$ cat src/rtl/entity_file_arbiter.sv
// ---------------------------------------------------------------------------
// entity_file_arbiter
//
// Request/grant arbiter in front of the entity file address and write-enable
// ports. NUM_CH subsystems (sprite, position, collision, ...) request access.
// Exactly one of them owns the port at a time. A dead cycle follows every
// release, so ownership never changes back-to-back while a write is live.
//
// Parameters
//   NUM_CH    number of requesting channels (2..8)
//   ADDR_W    entity file address width
//   WE_MASK   bit i = 1 lets channel i write (channel 0 read-only by default)
//   LOCK_MAX  grant cycles before a forced release when others wait
//             (0 = unlimited)
//
// Ports
//   i_clk        system clock, rising edge
//   i_reset_n    asynchronous active-low reset
//   i_mode       0 = fixed priority (lowest index), 1 = round-robin
//   i_req        per-channel level request, held until done
//   i_ch_addr    channel addresses, channel i at [i*ADDR_W +: ADDR_W]
//   i_ch_we      per-channel write enable
//   o_gnt        registered one-hot grant, all-zero when idle
//   o_gnt_id     index of the granted channel, 0 when idle
//   o_busy       registered, high while a grant is active
//   o_mux_addr   address presented to the entity file
//   o_mux_we     write enable presented to the entity file
// ---------------------------------------------------------------------------
module entity_file_arbiter #(
  parameter int                NUM_CH   = 2,
  parameter int                ADDR_W   = 2,
  parameter logic [NUM_CH-1:0] WE_MASK  = NUM_CH'(2'b10),
  parameter int                LOCK_MAX = 4,
  localparam int               ID_W     = $clog2(NUM_CH)
) (
  input  logic                     i_clk,
  input  logic                     i_reset_n,
  input  logic                     i_mode,
  input  logic [NUM_CH-1:0]        i_req,
  input  logic [NUM_CH*ADDR_W-1:0] i_ch_addr,
  input  logic [NUM_CH-1:0]        i_ch_we,
  output logic [NUM_CH-1:0]        o_gnt,
  output logic [ID_W-1:0]          o_gnt_id,
  output logic                     o_busy,
  output logic [ADDR_W-1:0]        o_mux_addr,
  output logic                     o_mux_we
);

  // The hold counter only needs to reach LOCK_MAX; with LOCK_MAX = 0 it is
  // loaded on grant and otherwise unused.
  localparam int              CNT_W    = (LOCK_MAX < 2) ? 1 : $clog2(LOCK_MAX + 1);
  localparam logic [CNT_W-1:0] LOCK_VAL = CNT_W'(LOCK_MAX);
  localparam logic [ID_W-1:0]  LAST_CH  = ID_W'(NUM_CH - 1);

  typedef enum logic [1:0] {
    S_IDLE  = 2'd0,
    S_GRANT = 2'd1,
    S_GAP   = 2'd2
  } state_t;

  state_t            r_state;
  logic [NUM_CH-1:0] r_gnt;
  logic [ID_W-1:0]   r_gnt_id;
  logic              r_busy;
  logic [CNT_W-1:0]  r_cnt;
  logic [ID_W-1:0]   r_rr_ptr;

  state_t            w_state_nxt;
  logic [NUM_CH-1:0] w_gnt_nxt;
  logic [ID_W-1:0]   w_gnt_id_nxt;
  logic              w_busy_nxt;
  logic [CNT_W-1:0]  w_cnt_nxt;
  logic [ID_W-1:0]   w_rr_ptr_nxt;

  logic              w_any_req;
  logic [ID_W-1:0]   w_fp_id;
  logic [ID_W-1:0]   w_rr_id;
  logic [ID_W-1:0]   w_win_id;
  logic              w_holder_req;
  logic              w_others_req;
  logic              w_force;

  // -------------------------------------------------------------------------
  // Winner selection
  // -------------------------------------------------------------------------
  // NOTE: every variable driven here gets a default before any conditional
  // assignment, so no path leaves a value unassigned and no latch is inferred.
  always_comb begin
    int idx;
    w_fp_id = '0;
    w_rr_id = '0;
    idx     = 0;

    // Fixed priority: scan from the top so the lowest requester is written
    // last and wins.
    for (int i = NUM_CH - 1; i >= 0; i--) begin
      if (i_req[i]) w_fp_id = ID_W'(i);
    end

    // Round-robin: offsets NUM_CH..1 past the pointer, scanned downwards so
    // the nearest requester after rr_ptr wins. Offset NUM_CH is the pointer
    // itself, which is only chosen when it is the sole requester.
    for (int k = NUM_CH; k >= 1; k--) begin
      idx = int'(r_rr_ptr) + k;
      if (idx >= NUM_CH) idx = idx - NUM_CH;
      if (i_req[idx]) w_rr_id = ID_W'(idx);
    end
  end

  assign w_any_req    = |i_req;
  assign w_win_id     = i_mode ? w_rr_id : w_fp_id;
  assign w_holder_req = |(i_req & r_gnt);
  assign w_others_req = |(i_req & ~r_gnt);
  assign w_force      = (LOCK_MAX != 0) && (r_cnt >= LOCK_VAL) && w_others_req;

  // -------------------------------------------------------------------------
  // Next-state and registered-output logic
  // -------------------------------------------------------------------------
  always_comb begin
    w_state_nxt  = r_state;
    w_gnt_nxt    = r_gnt;
    w_gnt_id_nxt = r_gnt_id;
    w_busy_nxt   = r_busy;
    w_cnt_nxt    = r_cnt;
    w_rr_ptr_nxt = r_rr_ptr;

    unique case (r_state)
      S_IDLE: begin
        if (w_any_req) begin
          w_state_nxt  = S_GRANT;
          w_gnt_nxt    = NUM_CH'(1) << w_win_id;
          w_gnt_id_nxt = w_win_id;
          w_busy_nxt   = 1'b1;
          w_cnt_nxt    = CNT_W'(1);
          w_rr_ptr_nxt = w_win_id;
        end
      end

      S_GRANT: begin
        if (!w_holder_req || w_force) begin
          w_state_nxt  = S_GAP;
          w_gnt_nxt    = '0;
          w_gnt_id_nxt = '0;
          w_busy_nxt   = 1'b0;
          w_cnt_nxt    = '0;
        end else if ((LOCK_MAX != 0) && (r_cnt < LOCK_VAL)) begin
          // Saturates at LOCK_MAX; a lone requester keeps the port.
          w_cnt_nxt = r_cnt + CNT_W'(1);
        end
      end

      S_GAP: begin
        // Mode changes and pending requests are only looked at in IDLE.
        w_state_nxt = S_IDLE;
      end

      default: begin
        w_state_nxt  = S_IDLE;
        w_gnt_nxt    = '0;
        w_gnt_id_nxt = '0;
        w_busy_nxt   = 1'b0;
        w_cnt_nxt    = '0;
      end
    endcase
  end

  // NOTE: sequential state uses non-blocking assignments so every register
  // samples the pre-edge values, independent of statement order.
  always_ff @(posedge i_clk or negedge i_reset_n) begin
    if (!i_reset_n) begin
      r_state  <= S_IDLE;
      r_gnt    <= '0;
      r_gnt_id <= '0;
      r_busy   <= 1'b0;
      r_cnt    <= '0;
      // Pointer at the last channel so channel 0 wins the first round-robin.
      r_rr_ptr <= LAST_CH;
    end else begin
      r_state  <= w_state_nxt;
      r_gnt    <= w_gnt_nxt;
      r_gnt_id <= w_gnt_id_nxt;
      r_busy   <= w_busy_nxt;
      r_cnt    <= w_cnt_nxt;
      r_rr_ptr <= w_rr_ptr_nxt;
    end
  end

  // -------------------------------------------------------------------------
  // Datapath mux
  // -------------------------------------------------------------------------
  // Selected from the one-hot grant so no index can reach past NUM_CH-1.
  // The state register resets asynchronously, so the mux drops to zero the
  // moment reset is asserted, without waiting for a clock edge.
  always_comb begin
    o_mux_addr = '0;
    o_mux_we   = 1'b0;
    if (r_state == S_GRANT) begin
      for (int i = 0; i < NUM_CH; i++) begin
        if (r_gnt[i]) begin
          o_mux_addr = i_ch_addr[i*ADDR_W +: ADDR_W];
          o_mux_we   = i_ch_we[i] & WE_MASK[i];
        end
      end
    end
  end

  assign o_gnt    = r_gnt;
  assign o_gnt_id = r_gnt_id;
  assign o_busy   = r_busy;

  // -------------------------------------------------------------------------
  // Structural invariants
  // -------------------------------------------------------------------------
  a_gnt_onehot : assert property (@(posedge i_clk) disable iff (!i_reset_n)
    $onehot0(r_gnt));
  a_busy_gnt   : assert property (@(posedge i_clk) disable iff (!i_reset_n)
    r_busy == (|r_gnt));

endmodule

$ cat config.mk
export PLATFORM = sky130hd
export DESIGN_NAME = entity_file_arbiter
export DESIGN_NICKNAME = d
export VERILOG_FILES = /design/src/rtl/entity_file_arbiter.sv
export SDC_FILE = /design/constraint.sdc
export NUM_CORES = 1
export LEC_CHECK = 0
export CAP_MARGIN = 0
export CORE_UTILIZATION = 25
export DETAILED_ROUTE_END_ITERATION = 10
export MAX_ROUTING_LAYER = met4
export SLEW_MARGIN = 20
export SYNTH_ARGS = -nofsm -noshare
export SYNTH_HDL_FRONTEND = slang
export SYNTH_SLANG_ARGS = --single-unit
$ cat constraint.sdc
create_clock -name i_clk -period 3.4 [get_ports i_clk]
set_input_delay 0.34 -clock i_clk [delete_from_list [all_inputs] [get_ports i_clk]]
set_output_delay 0.34 -clock i_clk [all_outputs]
set_load 0.005 [all_outputs]
Word level (Yosys, flattened, before mapping):

Cells that the tools add are included.

* register bits: 10
* input port bits: 11
* output and inout port bits: 7
* word-level logic and storage cells: 71

* add/subtract/negate cells: 5
* $lt $le $gt $ge: 6
* equal/unequal tests: 5
* shifts and indexed selects: 1
* muxes and demuxes: 33
* bitwise operators: 4
* reduce and logical (&&, ||, !) cells: 11

Operators with widths (count)
* less-than comparator 32 x 3 -> 1 bit (second input constant): 2
* 2-to-1 mux 32 bit: 2
* 2-to-1 mux 1 bit: 16
* 2-to-1 mux 2 bit: 7
* 2-to-1 mux 3 bit: 3
* case mux 3 bit (3 select lines): 1
* case mux 1 bit (3 select lines): 2
* case mux 2 bit (3 select lines): 1
* AND reduction 3 bit: 2
* OR reduction 2 bit: 3
* AND 2 bit: 2
* != test 2 bit (second input constant): 2
* case mux 2 bit (2 select lines): 1
* AND reduction 2 bit: 2
* subtractor 3 x 2 -> 4 bit (second input constant): 1
* adder 1 x 2 -> 3 bit (second input constant): 1
* adder 3 x 1 -> 3 bit (second input constant): 1
* >= comparator 3 x 2 -> 1 bit (second input constant): 1
* >= comparator 3 bit (second input constant): 1
* less-than comparator 3 bit (second input constant): 1
* != test 3 bit (second input constant): 1
* subtractor 2 x 2 -> 3 bit (second input constant): 1
* adder 1 x 1 -> 2 bit (second input constant): 1
* == test 2 x 1 -> 1 bit (second input constant): 1
* other kinds (9): 9

Depth between registers and ports, before layout:

Gate-level depths: netlist of run 1.

* depth after elaboration: 12
* gate-level depth with buffers: 4

Worst setup path before layout of run 1:

No wires, ideal clock.

* path kind: flip-flop to flip-flop
* start: register r_state[1]
* end: register r_cnt[2]
* setup time: 73 ps
* arrival: 1160 ps
* data required time: 3327 ps
* setup slack: 2167 ps
* stages on the path, launching flop included: 5
* clock period less this slack: 1233 ps
* path through: dfrtp_1 -> nand2b_2 -> or2_4 -> a21o_4 -> a21oi_2

* word-level cells in the longest chain between the ends: 3
* elaborated cells on any way between the ends: 8
* those cells by class: eq/ne: 4; mux: 1; bitwise: 1; reduce/logical: 2

Ends and longest elaborated chain
* start: declaration: line 61 `state_t r_state;`
* start signal: assignment: line 179 `r_state <= w_state_nxt;`
* == test 2 x 1 -> 1 bit, or another cell as far along: line 127 `unique case (r_state)`
* != test 3 bit (no source line), or another cell as far along
* AND reduction 3 bit (no source line)
* end signal: assignment: line 183 `r_cnt <= w_cnt_nxt;`
* end: declaration: line 65 `logic [CNT_W-1:0] r_cnt;`

Parallel ways exist; a longest one is shown, timed or not.
A chain may end at the register's enable or synchronous reset.

Final worst setup path of run 1:

* start: register r_gnt[0] (netlist: o_gnt[0])
* end: output port o_mux_addr[1]

* word-level cells in the longest chain between the ends: 3

Ends and longest elaborated chain
* start: declaration: line 62 `logic [NUM_CH-1:0] r_gnt;`
* start signal: assignment: line 180 `r_gnt <= w_gnt_nxt;`
* 2-to-1 mux 2 bit (2 in series): line 199 `if (r_gnt[i]) begin`
* 2-to-1 mux 2 bit: line 197 `if (r_state == S_GRANT) begin`
* end: declaration: line 45 `output logic [ADDR_W-1:0] o_mux_addr,`

Every way passes these cells.

==> impl_results.rst, run 1 <==
.. list-table::
   :header-rows: 1

   * - Metric
     - Value
   * - Pin count of the biggest net entering global routing
     - 10
   * - Number of clock sinks
     - 9
   * - GRT Residual Overflow
     - 0
   * - Largest cells by area after synthesis
     - sky130_fd_sc_hd__dfrtp_1 (37%), sky130_fd_sc_hd__nor2_1 (6.9%), sky130_fd_sc_hd__dfstp_2 (4.8%)
   * - Critical path required time
     - 3060 ps
   * - Number of register bits inferred by synthesis
     - 9
   * - Count of final hold-check violations
     - 0
   * - CP max stage delay
     - about 500 ps
   * - Post-Syn Area per Cell
     - 9.05 um2
   * - Pint
     - 0.000331 W
   * - Achievable clock frequency
     - 522 MHz
   * - Final cell utilization of the core
     - 37.8%
   * - Peak fanout along the critical path
     - 4
   * - Final number of setup-violating endpoints
     - 0
   * - Buffers inserted during post-CTS setup optimization
     - 0
   * - Cell with the largest stage delay on the worst path
     - sky130_fd_sc_hd__clkdlybuf4s50_1
   * - Clock latency on the worst-skew pair
     - 260 ps
   * - Share of the clock period used by the worst path after layout
     - 56.3%
   * - First-pass detailed-route iteration total
     - 3
   * - Final setup margin
     - 1480 ps
   * - Global-route wire length before repair
     - between 2000 and 2500 um
   * - Endpoint type of the worst setup path
     - output port
   * - Shortest clock period the worst path allows after layout
     - 1920 ps
   * - Clock power share
     - 15.5%
   * - CTS Hold Buffers Added
     - 0
   * - Number of I/O port buffers
     - 16
   * - Maximum root-to-sink buffer count
     - 2
   * - Cell taking the most area after synthesis
     - sky130_fd_sc_hd__dfrtp_1
   * - Netlist area before placement
     - 543 um2
   * - Routed WL per cell
     - 12.5 um
   * - Total die area
     - 2360 um2
   * - Worst-margin pin slew
     - around 450 ps
   * - Max-cap violation count
     - 0
   * - Cell breakdown of the critical path
     - inv_1 > nor2_1 > a22oi_1 > nor2_1 > clkdlybuf4s50_1
   * - Worst slack, placed
     - 1530 ps
   * - Number of distinct library cell variants in the gate-level netlist after synthesis
     - 26
   * - Vertical die dimension
     - a little under 50 um
   * - Combinational group share of total power
     - a little under half
   * - Worst Hold Margin
     - 393 ps
   * - Hold Crit Class
     - primary input to asynchronous set/reset pin
   * - Antenna violations before repair
     - 0
   * - Number of vias in the routed layout
     - 501
   * - Number of rows created at floorplan
     - 16
   * - Nature of the critical path startpoint
     - flip-flop
   * - Reg power frac
     - 37.9%
   * - Status
     - finished clean
   * - Overall track demand over capacity in global routing
     - 12.7%
   * - Clock-pin slew reported for the worst setup and hold paths after clock tree synthesis
     - roughly 60 ps
   * - Number of levels in the clock H-tree
     - 1
   * - I/O pin count
     - 18
   * - P_leak
     - 0.303 nW
   * - Warnings, synthesis
     - 0
   * - Worst Path Arrival
     - 1580 ps
   * - GPL Wtd Cong
     - 0.771
   * - Total core area
     - 2000 um2
   * - Type of the setup path with the least slack
     - flip-flop to output port
   * - Setup repair after global routing missed its margin
     - false
   * - Clock buffer count from CTS
     - 3
   * - Setup clock skew after layout
     - approximately 0.65 ps
   * - Worst max-slew margin expressed relative to the limit
     - 69.9%
   * - Part of the Yosys area used for sequential elements
     - 41.7%
   * - Starting density of the core
     - 27.1%
   * - Switch Pwr
     - 0.000210 W
   * - Proportion of layout cells with a drive suffix above 1
     - 12.7%
   * - Max Transition Viols Final
     - 0
   * - Final antenna diode count
     - 0
   * - Maximum vdd drop
     - 0.000276 V
   * - Post-Syn Instances
     - 60
   * - Die extent in x
     - approximately 49 um
   * - Cells resized by post-CTS repair
     - 0
   * - Initial drt markers
     - 6
   * - Design Power
     - 0.000541 W
   * - Library cell used as clock root buffer
     - sky130_fd_sc_hd__clkbuf_4
   * - Detailed placer's ending HPWL
     - ~960 um
   * - Average via count per standard cell
     - roughly 4.7
   * - CTS tree
     - built
   * - Vias in the first global route
     - 486
   * - Number of nets in the layout
     - 93
   * - Remaining design rule violation count
     - 0
   * - Syn Nets
     - 73
   * - Aggregate negative setup slack
     - 0 ps
   * - Sw Share
     - 38.8%
   * - Area growth from synthesis to layout
     - 39.2%
   * - Antenna Violating Nets Remaining
     - 0
   * - Final WL
     - between 1000 and 1500 um
   * - Cell occurring most often along the worst timing path
     - sky130_fd_sc_hd__nor2_1
   * - Pwr per Cell Area
     - 716 nW/um2
   * - Share of the synthesized area in the top cell type
     - 36.9%
final cells by class:
class	count	area (um2)
flip-flops and latches	9	226
multi-input cells	46	294
well taps	27	33.8
repair buffers	16	160
clock buffers	4	26.3
inverters	4	15.0
fillers	215	1250
worst max-delay path, delay by kind of cell (launching register included):
kind / cells / cell delay [ps]
buffers and inverters: 2 / 600
DFF: 1 / 400
and+or+nand+nor: 2 / 250
AOI/OAI and AO/OA: 1 / 80
state kept, by name, indices dropped and copies added (netlist names):
register,cells
r_rr_ptr,1
r_cnt,3
o_busy,1
r_state,2
o_gnt,2
placed cells by master, fill, tap and decap left out, types with 2 or more instances in the layout:
cell and n:
sky130_fd_sc_hd__or2_1 2, sky130_fd_sc_hd__inv_1 4, sky130_fd_sc_hd__ha_1 2, sky130_fd_sc_hd__a22oi_1 3
sky130_fd_sc_hd__clkdlybuf4s50_1 16, sky130_fd_sc_hd__a31oi_1 3, sky130_fd_sc_hd__dfrtp_1 8, sky130_fd_sc_hd__clkbuf_4 3
sky130_fd_sc_hd__nor2_1 10, sky130_fd_sc_hd__nand2_1 5, sky130_fd_sc_hd__a21oi_2 2, sky130_fd_sc_hd__a21oi_1 3
sky130_fd_sc_hd__o21ai_0 2, sky130_fd_sc_hd__o2bb2ai_1 2
power by group through the flow:
stage / Clock (W) / Combinational [W] / Sequential (W)
floorplan: 0 / 0.000160 / 0.000196
global placement: 0 / 0.000248 / 0.000204
detailed placement: 0 / 0.000251 / 0.000208
CTS: 0.0000870 / 0.000252 / 0.000206
global route: 0.0000965 / 0.000281 / 0.000215
finish: 0.0000837 / 0.000252 / 0.000205
metal layers:
metal  wire length (um)  GRT usage, %  up-vias
met5                  0             -        -
met4                 14          8.82        0
met3                 62          1.57        2
met2                588          18.3       15
met1                662          16.5      232
li1                   -             -      252
through the flow:
stage	std cells	instance area [um2]
4_1_cts	106	756
3_3_place_gp	102	729
6_report	106	756
2_1_floorplan	60	543
5_1_grt	106	756
3_5_place_dp	102	729
kinds of logic (layout without fill, tap and decap cells):
| group | count (synthesis) | after routing | share of synthesized area, % |
|---|---|---|---|
| fa+ha+maj | 2 | 2 | 4.61 |
| flops | 9 | 9 | 41.7 |
| simple gates | 22 | 22 | 19.4 |
| compound gates | 22 | 22 | 30.2 |
| buf+inv | 5 | 24 | 4.15 |
synth_stat cells:
library cell / count
sky130_fd_sc_hd__dfstp_2: 1
sky130_fd_sc_hd__a31oi_1: 3
sky130_fd_sc_hd__o21ba_2: 1
sky130_fd_sc_hd__buf_4: 1
sky130_fd_sc_hd__o21ai_1: 1
sky130_fd_sc_hd__o2bb2ai_1: 2
sky130_fd_sc_hd__a21o_4: 1
sky130_fd_sc_hd__nor3b_1: 1
sky130_fd_sc_hd__a211o_1: 1
sky130_fd_sc_hd__nor3_1: 1
sky130_fd_sc_hd__inv_1: 4
sky130_fd_sc_hd__ha_1: 2
sky130_fd_sc_hd__or2_1: 2
sky130_fd_sc_hd__nand2_1: 5
sky130_fd_sc_hd__nor2_1: 10
sky130_fd_sc_hd__nand2b_1: 1
sky130_fd_sc_hd__o21ai_0: 2
sky130_fd_sc_hd__dfrtp_1: 8
sky130_fd_sc_hd__a21oi_1: 3
sky130_fd_sc_hd__a32oi_1: 1
sky130_fd_sc_hd__a21oi_2: 2
sky130_fd_sc_hd__nand2b_2: 1
sky130_fd_sc_hd__a22oi_1: 3
sky130_fd_sc_hd__o22ai_1: 1
sky130_fd_sc_hd__a2bb2oi_1: 1
sky130_fd_sc_hd__or2_4: 1
worst paths after layout:
path / startpoint / endpoint / slack [ps] / depth (start not counted)
worst max-delay path: o_gnt[0] / o_mux_addr[1] / 1480 / 5
worst min-delay path: i_reset_n / r_cnt[0] / 390 / 1
worst max register to register: o_gnt[1] / r_cnt[1] / 2060 / 3
worst min register to register: o_busy / o_busy / 520 / 1
max in group asynchronous: i_reset_n / r_rr_ptr / 2670 / 1
min in group i_clk: o_busy / o_busy / 520 / 1
No activity file was read; power rests on OpenSTA's default activity.
==> inputs of run 2 (changes only) <==
==> constraint.sdc (replaced) <==
create_clock -name i_clk -period 1.7 [get_ports i_clk]
set_input_delay 0.17 -clock i_clk [delete_from_list [all_inputs] [get_ports i_clk]]
set_output_delay 0.17 -clock i_clk [all_outputs]
set_load 0.005 [all_outputs]
==> run 2 against run 1 <==
  * Core utilization grew 2.6 points
  * Wire length shrank 1.3%
  * Combinational power grew 130%
  * Critical path depth shrank 3
  * Clock skew grew 0.87 ps
  * Cell count grew 3.8%
  * Die area is the same
  * Critical path type unchanged
  * Highest routed layer unchanged
==> impl_results.rst, run 2 (synthesis results as in run 1) <==
.. list-table::
   :header-rows: 1

   * - Metric
     - Value
   * - Number of clock sinks
     - 9 (unchanged)
   * - Starting density of the core
     - 27.1% (unchanged)
   * - Share of the clock period used by the worst path after layout
     - 87.0%
   * - Count of final hold-check violations
     - 0 (unchanged)
   * - Nature of the critical path startpoint
     - flip-flop
   * - GRT Residual Overflow
     - 0 (unchanged)
   * - Setup clock skew after layout
     - 1.52 ps (+0.867 ps)
   * - Type of the setup path with the least slack
     - flip-flop to output port
   * - Proportion of layout cells with a drive suffix above 1
     - 20.5% (+7.8 points)
   * - Critical path required time
     - 1530 ps (-1530 ps)
   * - Area of all placed cells without fillers
     - 808 um2 (+7.0%)
   * - Status
     - finished clean
   * - Total core area
     - 2000 um2 (unchanged)
   * - Peak fanout along the critical path
     - 5 (+1)
   * - Total die area
     - 2360 um2 (unchanged)
   * - Largest register FFs
     - 3 (unchanged)
   * - First-pass detailed-route iteration total
     - 4 (+1)
   * - Vertical die dimension
     - 48.6 um (unchanged)
   * - Aggregate negative setup slack
     - 0 ps (unchanged)
   * - Most common library cell in the layout ignoring fill and taps
     - sky130_fd_sc_hd__clkdlybuf4s50_1
   * - Clock buffer count from CTS
     - 3 (unchanged)
   * - Number of levels in the clock H-tree
     - 1 (unchanged)
   * - Number of rows created at floorplan
     - 16 (unchanged)
   * - Highest routed layer
     - met4
   * - Number of I/O port buffers
     - 16 (unchanged)
   * - Number of vias in the routed layout
     - 524 (+4.6%)
   * - Final number of setup-violating endpoints
     - 0 (unchanged)
   * - Endpoint type of the worst setup path
     - output port
   * - Clock latency on the worst-skew pair
     - 260 ps (about the same)
   * - Antenna Violating Nets Remaining
     - 0 (unchanged)
   * - Maximum root-to-sink buffer count
     - 2 (unchanged)
   * - Max-cap violation count
     - 0 (unchanged)
   * - Most flop-heavy register
     - r_cnt
   * - Clock-pin slew reported for the worst setup and hold paths after clock tree synthesis
     - 60 ps (about the same)
   * - Pwr per Cell Area
     - 1440 nW/um2 (+100%)
   * - CTS Hold Buffers Added
     - 0 (unchanged)
   * - Max Transition Viols Final
     - 0 (unchanged)
   * - Final antenna diode count
     - 0 (unchanged)
   * - Detailed placer's ending HPWL
     - 914 um (-5.0%)
   * - Die extent in x
     - 48.6 um (unchanged)
   * - Maximum vdd drop
     - 0.000443 V (+60%)
   * - Setup repair after global routing missed its margin
     - false
   * - Antenna violations before repair
     - 0 (unchanged)
   * - Met1 routed wirelength after detailed routing
     - 653 um (-1.4%)
   * - Overall track demand over capacity in global routing
     - 12.6% (-0.15 points)
   * - Met3 Wirelength
     - 40 um (-35%)
   * - Met2 wirelength from detailed routing
     - 582 um (-1.0%)
   * - Routed WL per cell
     - 11.9 um (-4.9%)
   * - Hold Crit Class
     - primary input to asynchronous set/reset pin
   * - Global-route wire length before repair
     - 2190 um (-1.5%)
   * - I/O pin count
     - 18 (unchanged)
   * - Placed instance area
     - 737 um2 (+1.0%)
   * - Achievable clock frequency
     - 676 MHz
   * - Number of nets in the layout
     - 97 (+4.3%)
   * - Vias in the first global route
     - 495 (+1.9%)
   * - Initial drt markers
     - 11 (+5)
   * - Worst Path Arrival
     - 1310 ps (-270 ps)
   * - Library cell used as clock root buffer
     - sky130_fd_sc_hd__clkbuf_4
   * - Worst max-slew margin expressed relative to the limit
     - 71.4% (+1.5 points)
   * - Final WL
     - 1310 um (-1.3%)
   * - Pin count of the biggest net entering global routing
     - 10 (unchanged)
   * - Commonest cells after routing, fill and taps aside
     - sky130_fd_sc_hd__clkdlybuf4s50_1 (13), sky130_fd_sc_hd__nor2_1 (9), sky130_fd_sc_hd__dfrtp_1 (6)
   * - P_leak
     - 0.380 nW (+25%)
   * - CTS tree
     - built
   * - Average via count per standard cell
     - 4.76 (+0.79%)
   * - Remaining design rule violation count
     - 0 (unchanged)
   * - Shortest clock period the worst path allows after layout
     - ~1500 ps
   * - Area growth from synthesis to layout
     - 48.8%
   * - GPL Wtd Cong
     - 0.777 (+0.80%)
   * - Worst-margin pin slew
     - 428 ps (-23.1 ps)
   * - Fillcell total
     - 206 (-4.2%)
==> run 2: changes by cell type in the layout (fill, tap and decap cells not counted) <==
cell / previous run / this run
sky130_fd_sc_hd__buf_4: 0 / 4
sky130_fd_sc_hd__nand2b_4: 0 / 1
sky130_fd_sc_hd__nand2b_2: 1 / 0
sky130_fd_sc_hd__nor2_1: 10 / 9
sky130_fd_sc_hd__clkdlybuf4s50_1: 16 / 13
sky130_fd_sc_hd__dfrtp_2: 0 / 2
sky130_fd_sc_hd__dlymetal6s2s_1: 0 / 3
sky130_fd_sc_hd__nor2_4: 0 / 1
sky130_fd_sc_hd__dfrtp_1: 8 / 6
==> run 2: cell type report <==
cell class / count / area, um2 / area share [%]
Multi-Input combinational cell: 46 / 307 / 37.9
Tap cell: 27 / 33.8 / 4.18
Inverter: 4 / 15.0 / 1.86
Sequential cell: 9 / 229 / 28.3
Clock buffer: 4 / 26.3 / 3.25
Timing Repair Buffer: 20 / 198 / 24.5
==> run 2: worst paths after layout <==
kind / depth (start not counted) / to / from / slack [ps]
setup / recovery: 2 / o_gnt_id / o_gnt[1] / 220
hold / removal: 1 / r_cnt[0] / i_reset_n / 210
setup reg to reg: 4 / r_cnt[1] / o_gnt[1] / 300
hold reg to reg: 2 / r_rr_ptr / r_rr_ptr / 510
max in group asynchronous: 1 / r_rr_ptr / i_reset_n / 1160
min in group i_clk: 2 / r_rr_ptr / r_rr_ptr / 510
==> run 2: repair_timing <==
| item | in CTS | in global routing |
|---|---|---|
| pin swaps | 0 | 2 |
| endpoints found under the setup margin | 3 | 3 |
| hold endpoints to repair | 0 | 0 |
| buffers inserted | 3 | 0 |
| gates resized for setup | 2 | 6 |
==> run 2: power by group <==
| part | internal, W | switching [W] | leakage [nW] |
|---|---|---|---|
| registers | 0.000312 | 0.0000908 | 0.111 |
| logic | 0.000314 | 0.000276 | 0.255 |
| clock network | 0.0000907 | 0.0000779 | 0.0150 |
==> run 2: layer usage <==
| layer | track usage, % | vias up |
|---|---|---|
| li1 | - | 261 |
| met1 | 14.9 | 239 |
| met2 | 19.0 | 20 |
| met3 | 2.52 | 4 |
| met4 | 8.82 | 0 |
| met5 | - | - |
==> run 2: worst max-delay path, stage by stage, from the launching register on <==
cell and delay (ps):
sky130_fd_sc_hd__dfrtp_2 410, sky130_fd_sc_hd__buf_4 150, sky130_fd_sc_hd__clkdlybuf4s50_1 490
==> run 2: per-stage QoR <==
| step | hold slack, ps | total power [W] | utilization [%] | worst slack [ps] | cells |
|---|---|---|---|---|---|
| 3_3_place_gp | 502 | 0.000907 | 36.8 | 108 | 103 |
| 5_1_grt | 251 | 0.00126 | 40.4 | 172 | 110 |
| 6_report | 211 | 0.00116 | 40.4 | 220 | 110 |
| 4_1_cts | 221 | 0.00115 | 39.6 | 25.8 | 110 |
| 2_1_floorplan | -126 | 0.000712 | - | 467 | 60 |
| 3_5_place_dp | 505 | 0.000916 | 36.8 | 130 | 103 |
